File: src/rtl/alu_pkg.sv
// Shared types and constants for the ALU result receiver.
//   alu_result_t : one buffered ALU result, packed as {cout, z}
//   rx_state_t   : occupancy state of the receiver buffer
//   ALU_RX_DEPTH : default number of buffer entries
package alu_pkg;

    typedef struct packed {
        logic       cout;
        logic [7:0] z;
    } alu_result_t;

    typedef enum logic [1:0] {
        ST_EMPTY,
        ST_PARTIAL,
        ST_FULL
    } rx_state_t;

    localparam int unsigned ALU_RX_DEPTH = 4;

endpackage

File: src/rtl/alu_res_fifo.sv
// Result storage and read/write pointers for the receiver.
// Full/empty gating is done by the caller; this block writes when wr_en is
// high and advances the read pointer when rd_en is high.
//   clk     : clock, rising edge
//   rst     : asynchronous active-low reset (pointers only)
//   wr_en   : write wr_data at the tail
//   wr_data : result to store
//   rd_en   : discard the head entry
//   rd_data : head entry, combinational from storage
module alu_res_fifo
    import alu_pkg::*;
#(
    parameter int unsigned DEPTH = ALU_RX_DEPTH
) (
    input  logic        clk,
    input  logic        rst,
    input  logic        wr_en,
    input  alu_result_t wr_data,
    input  logic        rd_en,
    output alu_result_t rd_data
);

    localparam int unsigned AW = $clog2(DEPTH);

    logic [AW-1:0] wr_ptr_q, wr_ptr_d;
    logic [AW-1:0] rd_ptr_q, rd_ptr_d;
    alu_result_t   mem_q [DEPTH];

    // DEPTH is a power of two, so the pointers wrap by natural overflow.
    always_comb begin
        wr_ptr_d = wr_ptr_q;
        rd_ptr_d = rd_ptr_q;
        if (wr_en) wr_ptr_d = wr_ptr_q + AW'(1);
        if (rd_en) rd_ptr_d = rd_ptr_q + AW'(1);
    end

    always_ff @(posedge clk or negedge rst) begin
        if (!rst) begin
            wr_ptr_q <= '0;
            rd_ptr_q <= '0;
        end else begin
            wr_ptr_q <= wr_ptr_d;
            rd_ptr_q <= rd_ptr_d;
        end
    end

    // Storage is deliberately not reset; stale entries are unreachable
    // once the pointers and occupancy are cleared.
    always_ff @(posedge clk) begin
        if (wr_en) mem_q[wr_ptr_q] <= wr_data;
    end

    assign rd_data = mem_q[rd_ptr_q];

endmodule

File: src/rtl/alu_result_receiver.sv
// Receives results from the ALU output side, buffers them in a show-ahead
// FIFO and keeps running statistics over accepted results.
//   clk       : clock, rising edge
//   rst       : asynchronous active-low reset
//   pushout   : ALU result valid
//   z, cout   : ALU result data / carry, qualified by pushout
//   stopin    : backpressure to the ALU, high while the buffer is full
//   rd_en     : consumer pop request
//   rd_valid  : head entry is valid
//   rd_data   : head entry {cout, z}
//   clr       : synchronous clear of acc_count and checksum
//   acc_count : saturating count of accepted results
//   checksum  : modulo-256 sum of accepted z values
//   level     : current buffer occupancy
module alu_result_receiver
    import alu_pkg::*;
#(
    parameter int unsigned DEPTH = ALU_RX_DEPTH
) (
    input  logic                     clk,
    input  logic                     rst,
    input  logic                     pushout,
    input  logic [7:0]               z,
    input  logic                     cout,
    output logic                     stopin,
    input  logic                     rd_en,
    output logic                     rd_valid,
    output logic [8:0]               rd_data,
    input  logic                     clr,
    output logic [15:0]              acc_count,
    output logic [7:0]               checksum,
    output logic [$clog2(DEPTH):0]   level
);

    localparam int unsigned LW = $clog2(DEPTH) + 1;

    rx_state_t   state_q, state_d;
    logic [LW-1:0] level_q, level_d;
    logic [15:0] acc_q, acc_d;
    logic [7:0]  sum_q, sum_d;
    logic        push, pop;
    alu_result_t head;

    // FULL tracks level==DEPTH and EMPTY tracks level==0, so both handshake
    // outputs come straight from the state register.
    assign stopin   = (state_q == ST_FULL);
    assign rd_valid = (state_q != ST_EMPTY);

    assign push = pushout && !stopin;
    assign pop  = rd_en && rd_valid;

    alu_res_fifo #(
        .DEPTH (DEPTH)
    ) u_fifo (
        .clk     (clk),
        .rst     (rst),
        .wr_en   (push),
        .wr_data ('{cout: cout, z: z}),
        .rd_en   (pop),
        .rd_data (head)
    );

    assign rd_data   = head;
    assign level     = level_q;
    assign acc_count = acc_q;
    assign checksum  = sum_q;

    always_comb begin
        level_d = level_q;
        state_d = state_q;
        if (push && !pop)      level_d = level_q + LW'(1);
        else if (pop && !push) level_d = level_q - LW'(1);

        case (state_q)
            ST_EMPTY: begin
                if (push) state_d = ST_PARTIAL;
            end
            ST_PARTIAL: begin
                if (push && !pop && level_q == LW'(DEPTH - 1))
                    state_d = ST_FULL;
                else if (pop && !push && level_q == LW'(1))
                    state_d = ST_EMPTY;
            end
            ST_FULL: begin
                if (pop) state_d = ST_PARTIAL;
            end
            default: state_d = ST_EMPTY;
        endcase
    end

    // clr wins over a same-cycle accept; the result itself is still buffered.
    always_comb begin
        acc_d = acc_q;
        sum_d = sum_q;
        if (clr) begin
            acc_d = '0;
            sum_d = '0;
        end else if (push) begin
            if (acc_q != '1) acc_d = acc_q + 16'd1;
            sum_d = sum_q + z;
        end
    end

    always_ff @(posedge clk or negedge rst) begin
        if (!rst) begin
            state_q <= ST_EMPTY;
            level_q <= '0;
            acc_q   <= '0;
            sum_q   <= '0;
        end else begin
            state_q <= state_d;
            level_q <= level_d;
            acc_q   <= acc_d;
            sum_q   <= sum_d;
        end
    end

endmodule

File: config.mk
export PLATFORM = sky130hd
export DESIGN_NAME = alu_result_receiver
export DESIGN_NICKNAME = d
export VERILOG_FILES = /design/src/rtl/alu_pkg.sv /design/src/rtl/alu_res_fifo.sv /design/src/rtl/alu_result_receiver.sv
export SDC_FILE = /design/constraint.sdc
export NUM_CORES = 1
export LEC_CHECK = 0
export ABC_AREA = 1
export CORE_MARGIN = 10
export CORE_UTILIZATION = 54
export CTS_CLUSTER_SIZE = 10
export DETAILED_ROUTE_END_ITERATION = 10
export GPL_TIMING_DRIVEN = 1
export PLACE_DENSITY = 0.8
export REMOVE_ABC_BUFFERS = 1
export SETUP_SLACK_MARGIN = 0.2
export SKIP_CTS_REPAIR_TIMING = 1
export SYNTH_ARGS = -nofsm -noshare
export SYNTH_HDL_FRONTEND = slang
export SYNTH_SLANG_ARGS = --single-unit
File: constraint.sdc
create_clock -name clk -period 1.9 [get_ports clk]
set_clock_uncertainty 0.1 [all_clocks]
set_input_delay 0.19 -clock clk [delete_from_list [all_inputs] [get_ports clk]]
set_output_delay 0.19 -clock clk [all_outputs]
set_load 0.02 [all_outputs]
== Word-level counts from Yosys, hierarchy flattened ==
Memory sizes are Yosys's and may differ from the RTL's.
Cells that the tools add are included.
Widths: inputs -> output; s select.

* Reductions and logical operators: 16
* $add $sub $neg: 6
* Equal/unequal tests: 8
* Multiplexer cells: 14

{| class="wikitable"
|+ Operator list
! operator !! number
|-
| $mux 16 || 3
|-
| $add 16x1->16 const B || 1
|-
| $mux 8 || 2
|-
| $ne 16x16->1 const B || 1
|-
| $add 8x8->8 || 1
|-
| $mux 2 || 4
|-
| $reduce_bool 2->1 || 4
|-
| $logic_and 1x1->1 || 6
|-
| $mux 3 || 2
|-
| $pmux 2 s3 || 1
|-
| $add 2x1->2 const B || 2
|-
| $add 3x1->3 const B || 1
|-
| $eq 3x1->1 const B || 1
|-
| $eq 3x2->1 const B || 1
|-
| $logic_not 1->1 || 3
|-
| $ne 3x3->1 const B || 1
|-
| $reduce_and 3->1 || 1
|-
| $sub 3x1->3 const B || 1
|-
| $eq 2x1->1 const B || 1
|-
| $eq 2x2->1 const B || 1
|-
| $logic_not 2->1 || 1
|-
| $mux 1 || 2
|-
| $ne 2x1->1 const B || 1
|-
| $ne 2x2->1 const B || 1
|-
| $reduce_and 2->1 || 1
|}

* Flip-flop bits (word level): 33
* RAM bits: 36
* Logic and storage cells: 51
* Memories: 1

{| class="wikitable"
|+ Memory list
! name !! depth !! width !! rd ports !! clocked after Yosys merged registers in !! wr ports !! RTL line !! text
|-
| u_fifo.mem_q || 4 || 9 || 1 || 0 || 1 || alu_res_fifo.sv:27 || <nowiki>alu_result_t mem_q [DEPTH];</nowiki>
|}

== Logic depth before layout (Yosys ltp) ==
Gate-level depths: netlist (run 1).

* Depth after elaboration: 9
* Depth in mapped cells: 10
* Gate-level depth less buffers: 9

== Cells and area by module ==
A second synthesis (run 1) with hierarchy kept.

* Cell total of the unflattened synthesis: 448
* Area, all modules: 3754.9 µm²

{| class="wikitable"
|+ Modules (own cells, without submodules)
! module !! times used !! sequential area each (µm²) !! cells each !! area each (µm²)
|-
| alu_result_receiver || 1 || 725.7 || 282 || 2009.4
|-
| alu_res_fifo || 1 || 1181.1 || 166 || 1745.4
|}

== Worst setup path after synthesis (run 1) ==
Ideal clock, no wire load.

* Kind: reg2reg
* Start point: reg acc_q[0] (netlist: acc_count[0])
* End point: reg acc_q[9] (netlist: acc_count[9])
* Path slack: 0.151 ns
* Setup time: 0.126 ns
* Stages on the path, launching flop included: 10
* Data arrival time: 1.523 ns
* Clock period less this slack: 1.749 ns
* Buffers on the path: 1
* Data required time: 1.674 ns
* Cells stage by stage: dfrtp_1 ha_1 nand2_2 nor2_4 nand2_2 nor2_2 nand2_2 nand2_4 buf_6 o21ai_0

* Cells in the longest elaborated chain, start to end: 4

{| class="wikitable"
|+ Ends and longest elaborated chain
! element !! RTL line !! text
|-
| start, declared || alu_result_receiver.sv:39 || <nowiki>logic [15:0] acc_q, acc_d;</nowiki>
|-
| start signal, assigned || alu_result_receiver.sv:108 || <nowiki>acc_q <= '0;</nowiki>
|-
| start signal, assigned || alu_result_receiver.sv:113 || <nowiki>acc_q <= acc_d;</nowiki>
|-
| $add 16x1->16 || alu_result_receiver.sv:99 || <nowiki>if (acc_q != '1) acc_d = acc_q + 16'd1;</nowiki>
|-
| $mux 16 || alu_result_receiver.sv:99 ||
|-
| $mux 16 || alu_result_receiver.sv:98 || <nowiki>end else if (push) begin</nowiki>
|-
| $mux 16 || alu_result_receiver.sv:95 || <nowiki>if (clr) begin</nowiki>
|}

Several ways; a longest one is shown, not always the timed one. The select of a mux whose other input is x is not followed.
A chain may end at the register's enable or synchronous reset.

== Worst setup path in the final report (run 1) ==
* Start point: reg u_fifo.rd_ptr_q[0]
* End point: out rd_data[1]

* Cells in the longest elaborated chain, start to end: 1

{| class="wikitable"
|+ Ends and longest elaborated chain
! element !! RTL line !! text
|-
| start, declared || alu_res_fifo.sv:26 || <nowiki>logic [AW-1:0] rd_ptr_q, rd_ptr_d;</nowiki>
|-
| start signal, assigned || alu_res_fifo.sv:43 || <nowiki>rd_ptr_q <= rd_ptr_d;</nowiki>
|-
| $mem_v2 4x9 || n/a ||
|-
| end, declared || alu_result_receiver.sv:28 || <nowiki>output logic [8:0] rd_data,</nowiki>
|}

Every way passes these cells.

==> out/qor.csv, run 1 <==
stage,metric,value,unit
run_status,status,completed,
routing,first_pass_iters,6,
global_routing,met2_usage,0.289,
logic_synthesis,syn_area,3550,µm²
power,p_leak,0.00252,µW
global_routing,grt_pass1_wl,14.3,mm
clock_network,cts_root_buffer,clkbuf_8,
clock_network,clkLatencyLatePin,360,ps
critical_path,slowest_delay,400,ps
global_routing,top_usage_layer,met2,
routing,drc,0,
global_routing,antenna_found_initial,0,
critical_path,crit_buf_inv,5,
floorplanning,top_level_ports,52,
global_routing,met3_usage,0.0432,
placement,placed_area,4290,µm²
global_routing,use_met1,0.207,
critical_path,start_kind,flip-flop,
cells_and_area,fill_cells,412,
logic_synthesis,synthTopCellsByArea,"edfxtp_1 30%, dfrtp_1 23%, nand2_1 8.7%, ha_1 6.4%, nor2_1 5.8%",
clock_network,h-tree-depth,3,
critical_path,crit_chain,"inv_2, buf_12, buf_8, buf_4, o21ai_2, o22ai_2, buf_6",
global_routing,grt_use_total,0.174,
clock_network,cts_tree,yes,
critical_path,critical_path.top_delay_family,buffers and inverters,
floorplanning,die_height,101,µm
logic_synthesis,synth.avg_cell_area,9.14,µm²
critical_path,cpMaxStageDelayCell,dfrtp_1,
floorplanning,num_rows,29,
timing,grt_setup_unrepaired,yes,
logic_synthesis,ys_types,27,
routing,routedWlPerCell,17.5,µm
routing,initialDrtViolationCount,167,
timing,layout_min_cycle_time,1860,ps
floorplanning,core_area,6350,µm²
placement,io_buffers,51,
hold_path,hold_class,in2reg,
placement,post-place-cells,531,
routing,vias_per_cell,5.52,
timing,hold_slack,78.8,ps
clock_network,path_clk_slew,80,ps
cells_and_area,final_util,0.783,
routing,postRouteAntennaNets,0,
clock_network,cts-buffers-inserted,9,
critical_path,crit_type,reg2out,
clock_network,cts_sinks,69,
floorplanning,dieArea,10200,µm²
logic_synthesis,synth_top_area_cell,edfxtp_1,
placement,dp_hpwl,6.09,mm
cells_and_area,area_growth,40.3,%
timing,slew_headroom,0.699,
timing,drv_slew,0,
cells_and_area,layout-drive-gt1-share,0.235,
critical_path,end_kind,output pin,
logic_synthesis,yosysWarnings,0,
critical_path,critPathMaxFanout,6,
global_routing,overflow,0,
timing,hold_violations,0,
routing,wirelength,9.82,mm
clock_network,clockBufferDepth,2,
cells_and_area,layout.cells.non_filler,562,
global_routing,grt_pass1_vias,2977,
logic_synthesis,ys_seq_area_frac,0.538,
cells_and_area,final_cell_mix,"69 x nand2_1, 48 x nor2_1, 38 x inv_1",
job,cap_viol_max_count,0,
global_routing,grt_max_degree,34,
cells_and_area,nets,513,
cells_and_area,final_common_cell,nand2_1,
timing,period_share,0.979,
timing,max_freq,537,MHz
logic_synthesis,yosys.area.top_type_share,0.305,
timing,worstMarginPinSlew,452,ps
cells_and_area,final_area,4970,µm²
power,p_per_area,1180,nW/µm²
floorplanning,fp.dieW,101,µm
critical_path,cp.required,1610,ps
logic_synthesis,ys_ff_latch,69,
placement,place_congestion,0.858,
critical_path,cp_data_arrival_time,1570,ps
floorplanning,start_util,0.558,
logic_synthesis,netlist_instances,388,
timing,setup_viol,0,
cells_and_area,diodes,0,
power,p_total,5890,µW
power,ir_drop,0.00116,V
routing,num_vias,3104,
sequential cells by signal (all words and copies together), names as in the netlist:
| register | flops |
|---|---|
| level | 3 |
| acc_count | 16 |
| u_fifo.rd_ptr_q | 2 |
| checksum | 8 |
| u_fifo.wr_ptr_q | 2 |
| state_q | 2 |
| u_fifo.mem_q | 36 |
synth_stat cells:
| master | number |
|---|---|
| o21ai_0 | 28 |
| xor2_1 | 8 |
| nand3b_1 | 3 |
| inv_2 | 4 |
| xnor2_1 | 3 |
| fa_1 | 1 |
| nor2_1 | 55 |
| nor2_2 | 1 |
| clkbuf_1 | 4 |
| inv_1 | 39 |
| edfxtp_1 | 36 |
| o21bai_1 | 1 |
| nand3_1 | 26 |
| a21oi_1 | 5 |
| nor2_4 | 2 |
| nand4_1 | 5 |
| nand2_2 | 4 |
| buf_6 | 2 |
| nand2_4 | 2 |
| o22ai_1 | 9 |
| o31ai_1 | 2 |
| a22o_1 | 2 |
| nand2_1 | 82 |
| o21ai_1 | 11 |
| ha_1 | 18 |
| clkinv_1 | 2 |
| dfrtp_1 | 33 |
metal layers:
| metal | part of all wire | wire length (µm) |
|---|---|---|
| met5 | 0 | 0 |
| met4 | 0.021 | 206 |
| met3 | 0.062 | 609 |
| met2 | 0.52 | 5080 |
| met1 | 0.40 | 3930 |
kinds of logic (layout without fill, tap and decap cells):
| logic type | count (synthesis) | in the layout | synth area share |
|---|---|---|---|
| and+or+nand+nor | 180 | 183 | 0.218 |
| DFF | 69 | 69 | 0.538 |
| AOI/OAI and AO/OA | 58 | 58 | 0.0893 |
| buffers and inverters | 51 | 145 | 0.0582 |
| adders and majority gates | 19 | 19 | 0.0692 |
| xor gates and xnor gates | 11 | 11 | 0.0272 |
report_power, final:
part           internal (µW)  total, µW  leakage, µW  switching [µW]
registers               1850       2010     0.000762             160
logic                   1110       2470      0.00164            1360
clock network            762       1410     0.000113             647
layout make-up:
type | instances | area (µm²) | share of cell area
Sequential cell | 69 | 1910 | 0.384
Clock inverter | 7 | 105 | 0.0211
Inverter | 45 | 169 | 0.0340
Multi-Input combinational cell | 271 | 1690 | 0.340
Clock buffer | 9 | 124 | 0.0249
Timing Repair Buffer | 84 | 878 | 0.177
Tap cell | 77 | 96.3 | 0.0194
per-stage QoR:
step	setup WS (ps)	setup TNS (ps)
after CTS	-403	-2720
after global routing	-16.7	-23.6
after global placement	-111	-170
after detailed placement	-163	-300
final	39.1	0
after floorplan	162	0
path summary, 6_finish.rpt:
| kind | startpoint | endpoint | slack (ps) | depth (start not counted) |
|---|---|---|---|---|
| max in group asynchronous | rst | acc_count[2] | 1180 | 2 |
| worst max register to register | acc_count[1] | acc_count[8] | 180 | 9 |
| min in group asynchronous | rst | checksum[6] | 170 | 2 |
| worst min register to register | state_q[0] | state_q[0] | 420 | 1 |
| worst min-delay path | z[0] | u_fifo.mem_q[1][0] | 80 | 1 |
| worst max-delay path | u_fifo.rd_ptr_q[0] | rd_data[1] | 40 | 7 |
Note: power is estimated with default switching activity, not from simulation.
==> run 2, diff against run 1 <==
- MAX_ROUTING_LAYER: default -> met4
==> run 2 against run 1 <==
Net effect: via count fell by 2.8%; global-route usage fell by 0.92 points; die area did not move; critical path type unchanged; critical endpoint is now rd_data[3]; largest cell class unchanged; largest power group unchanged.
==> out/qor.csv, run 2 (same netlist as run 1, synthesis figures left out) <==
stage,metric,value,unit,change
run_status,status,completed,,unchanged
critical_path,cp-endpoint,rd_data[3],,was rd_data[1]
floorplanning,top_level_ports,52,,unchanged
critical_path,cp-startpoint,u_fifo.rd_ptr_q[0],,unchanged
timing,hold_slack,153,ps,was 78.8 ps
global_routing,use_met1,0.201,,was 0.207
global_routing,grt_use_total,0.165,,was 0.174
global_routing,met3_usage,0.0405,,was 0.0432
cells_and_area,multi_input_area,1600,µm²,was 1690 µm²
power,p_leak,0.00240,µW,was 0.00252 µW
clock_network,clockBufferDepth,2,,unchanged
cells_and_area,fill_cells,433,,was 412
clock_network,cts_tree,yes,,unchanged
timing,drv_slew,0,,unchanged
timing,setup_viol,0,,unchanged
timing,layout_min_cycle_time,1840,ps,was 1860 ps
critical_path,crit_type,reg2out,,unchanged
routing,postRouteAntennaNets,0,,unchanged
cells_and_area,final_common_cell,nand2_1,,unchanged
floorplanning,num_rows,29,,unchanged
routing,drc,0,,unchanged
floorplanning,core_area,6350,µm²,unchanged
cells_and_area,nets,510,,was 513
floorplanning,start_util,0.558,,unchanged
timing,setup-tns-final,0,ps,unchanged
timing,period_share,0.969,,was 0.979
cells_and_area,diodes,0,,unchanged
placement,dp_hpwl,5.81,mm,was 6.09 mm
hold_path,hold_class,in2async,,was in2reg
critical_path,cp_data_arrival_time,1550,ps,was 1570 ps
critical_path,cp.required,1610,ps,about the same
placement,dp_slack,-139,ps,was -163 ps
routing,first_pass_iters,4,,was 6
global_routing,met2_usage,0.258,,was 0.289
routing,routedWlPerCell,15.7,µm,was 17.5 µm
routing,wirelength,8.79,mm,was 9.82 mm
global_routing,top_usage_layer,met2,,unchanged
critical_path,critPathMaxFanout,8,,was 6
power,p_per_area,1160,nW/µm²,was 1180 nW/µm²
timing,grt_setup_unrepaired,yes,,unchanged
critical_path,rr_worst_depth,8,,was 9
critical_path,r2r-end,checksum[6],,was acc_count[8]
timing,slew_headroom,0.692,,was 0.699
clock_network,cts_root_buffer,clkbuf_8,,unchanged
global_routing,grt_pass1_wl,13.0,mm,was 14.3 mm
global_routing,antenna_found_initial,0,,unchanged
placement,io_buffers,51,,unchanged
timing,hold_violations,0,,unchanged
job,cap_viol_max_count,0,,unchanged
clock_network,h-tree-depth,3,,unchanged
global_routing,grt_pass1_vias,2757,,was 2977
timing,fin_ws,58.0,ps,was 39.1 ps
power,p_total,5560,µW,was 5890 µW
clock_network,cts-buffers-inserted,9,,unchanged
clock_network,cts_sinks,69,,unchanged
critical_path,r2r_slack,270,ps,was 180 ps
cells_and_area,seq_area,1910,µm²,unchanged
global_routing,overflow,0,,unchanged
floorplanning,dieArea,10200,µm²,unchanged
cells_and_area,final_cell_mix,"80 x nand2_1, 46 x nor2_1, 38 x inv_1",,"was 69 x nand2_1, 48 x nor2_1, 38 x inv_1"
cells_and_area,regMostFlops,u_fifo.mem_q,,unchanged
routing,vias_per_cell,5.40,,was 5.52
routing,num_vias,3017,,was 3104
floorplanning,fp.dieW,101,µm,unchanged
timing,max_freq,543,MHz,was 537 MHz
critical_path,end_kind,output pin,,unchanged
critical_path,timing.rr.start,checksum[0],,was acc_count[1]
cells_and_area,largest_reg_flops,36,,unchanged
critical_path,start_kind,flip-flop,,unchanged
power,ir_drop,0.00103,V,was 0.00116 V
cells_and_area,area_growth,35.6,%,was 40.3%
floorplanning,die_height,101,µm,unchanged
routing,initialDrtViolationCount,140,,was 167
timing,worstMarginPinSlew,461,ps,was 452 ps
placement,place_congestion,0.872,,was 0.858
global_routing,grt_max_degree,34,,unchanged
cells_and_area,layout-drive-gt1-share,0.212,,was 0.235
clock_network,path_clk_slew,80,ps,about the same
clock_network,clkLatencyLatePin,350,ps,was 360 ps
[run 2: per-layer routing]
metal  wire (µm)  share of wire
met5           0              0
met4         118          0.013
met3         534          0.061
met2        4370           0.50
met1        3760           0.43
[run 2: how the worst min path moves through the flow]
stage	slack (ps)	startpoint	end	cells past startpoint
floorplan	-210	rst	acc_count[0]	0
global placement	400	state_q[0]	state_q[0]	1
detailed placement	400	state_q[0]	state_q[0]	1
CTS	160	rst	u_fifo.wr_ptr_q[0]	2
global route	190	rst	checksum[0]	2
finish	150	rst	checksum[0]	2
[run 2: final cells by class]
class | instances | area share
clock buffers | 10 | 0.0265
inverters | 45 | 0.0356
multi-input cells | 269 | 0.333
flip-flops and latches | 69 | 0.397
well taps | 77 | 0.0200
repair buffers | 83 | 0.179
clock inverters | 6 | 0.00832
[run 2: stage by stage]
step | util | instances | instance area [µm²]
6_report | 0.757 | 559 | 4810
3_5_place_dp | 0.676 | 532 | 4290
2_1_floorplan | - | 382 | 3510
3_3_place_gp | 0.676 | 532 | 4290
5_1_grt | 0.757 | 559 | 4810
4_1_cts | 0.702 | 548 | 4460
[run 2: power breakdown]
part	internal, µW	leakage [µW]	switching [µW]
logic	1130	0.00156	1340
registers	1860	0.000762	166
clock network	472	0.0000763	597
total	3460	0.00240	2100
[run 2: critical path, stage by stage (launching register included)]
cell and delay [ps]:
dfrtp_2 450, inv_4 110, clkbuf_16 170, buf_4 120, nor2_4 30, o22ai_2 180
buf_6 140
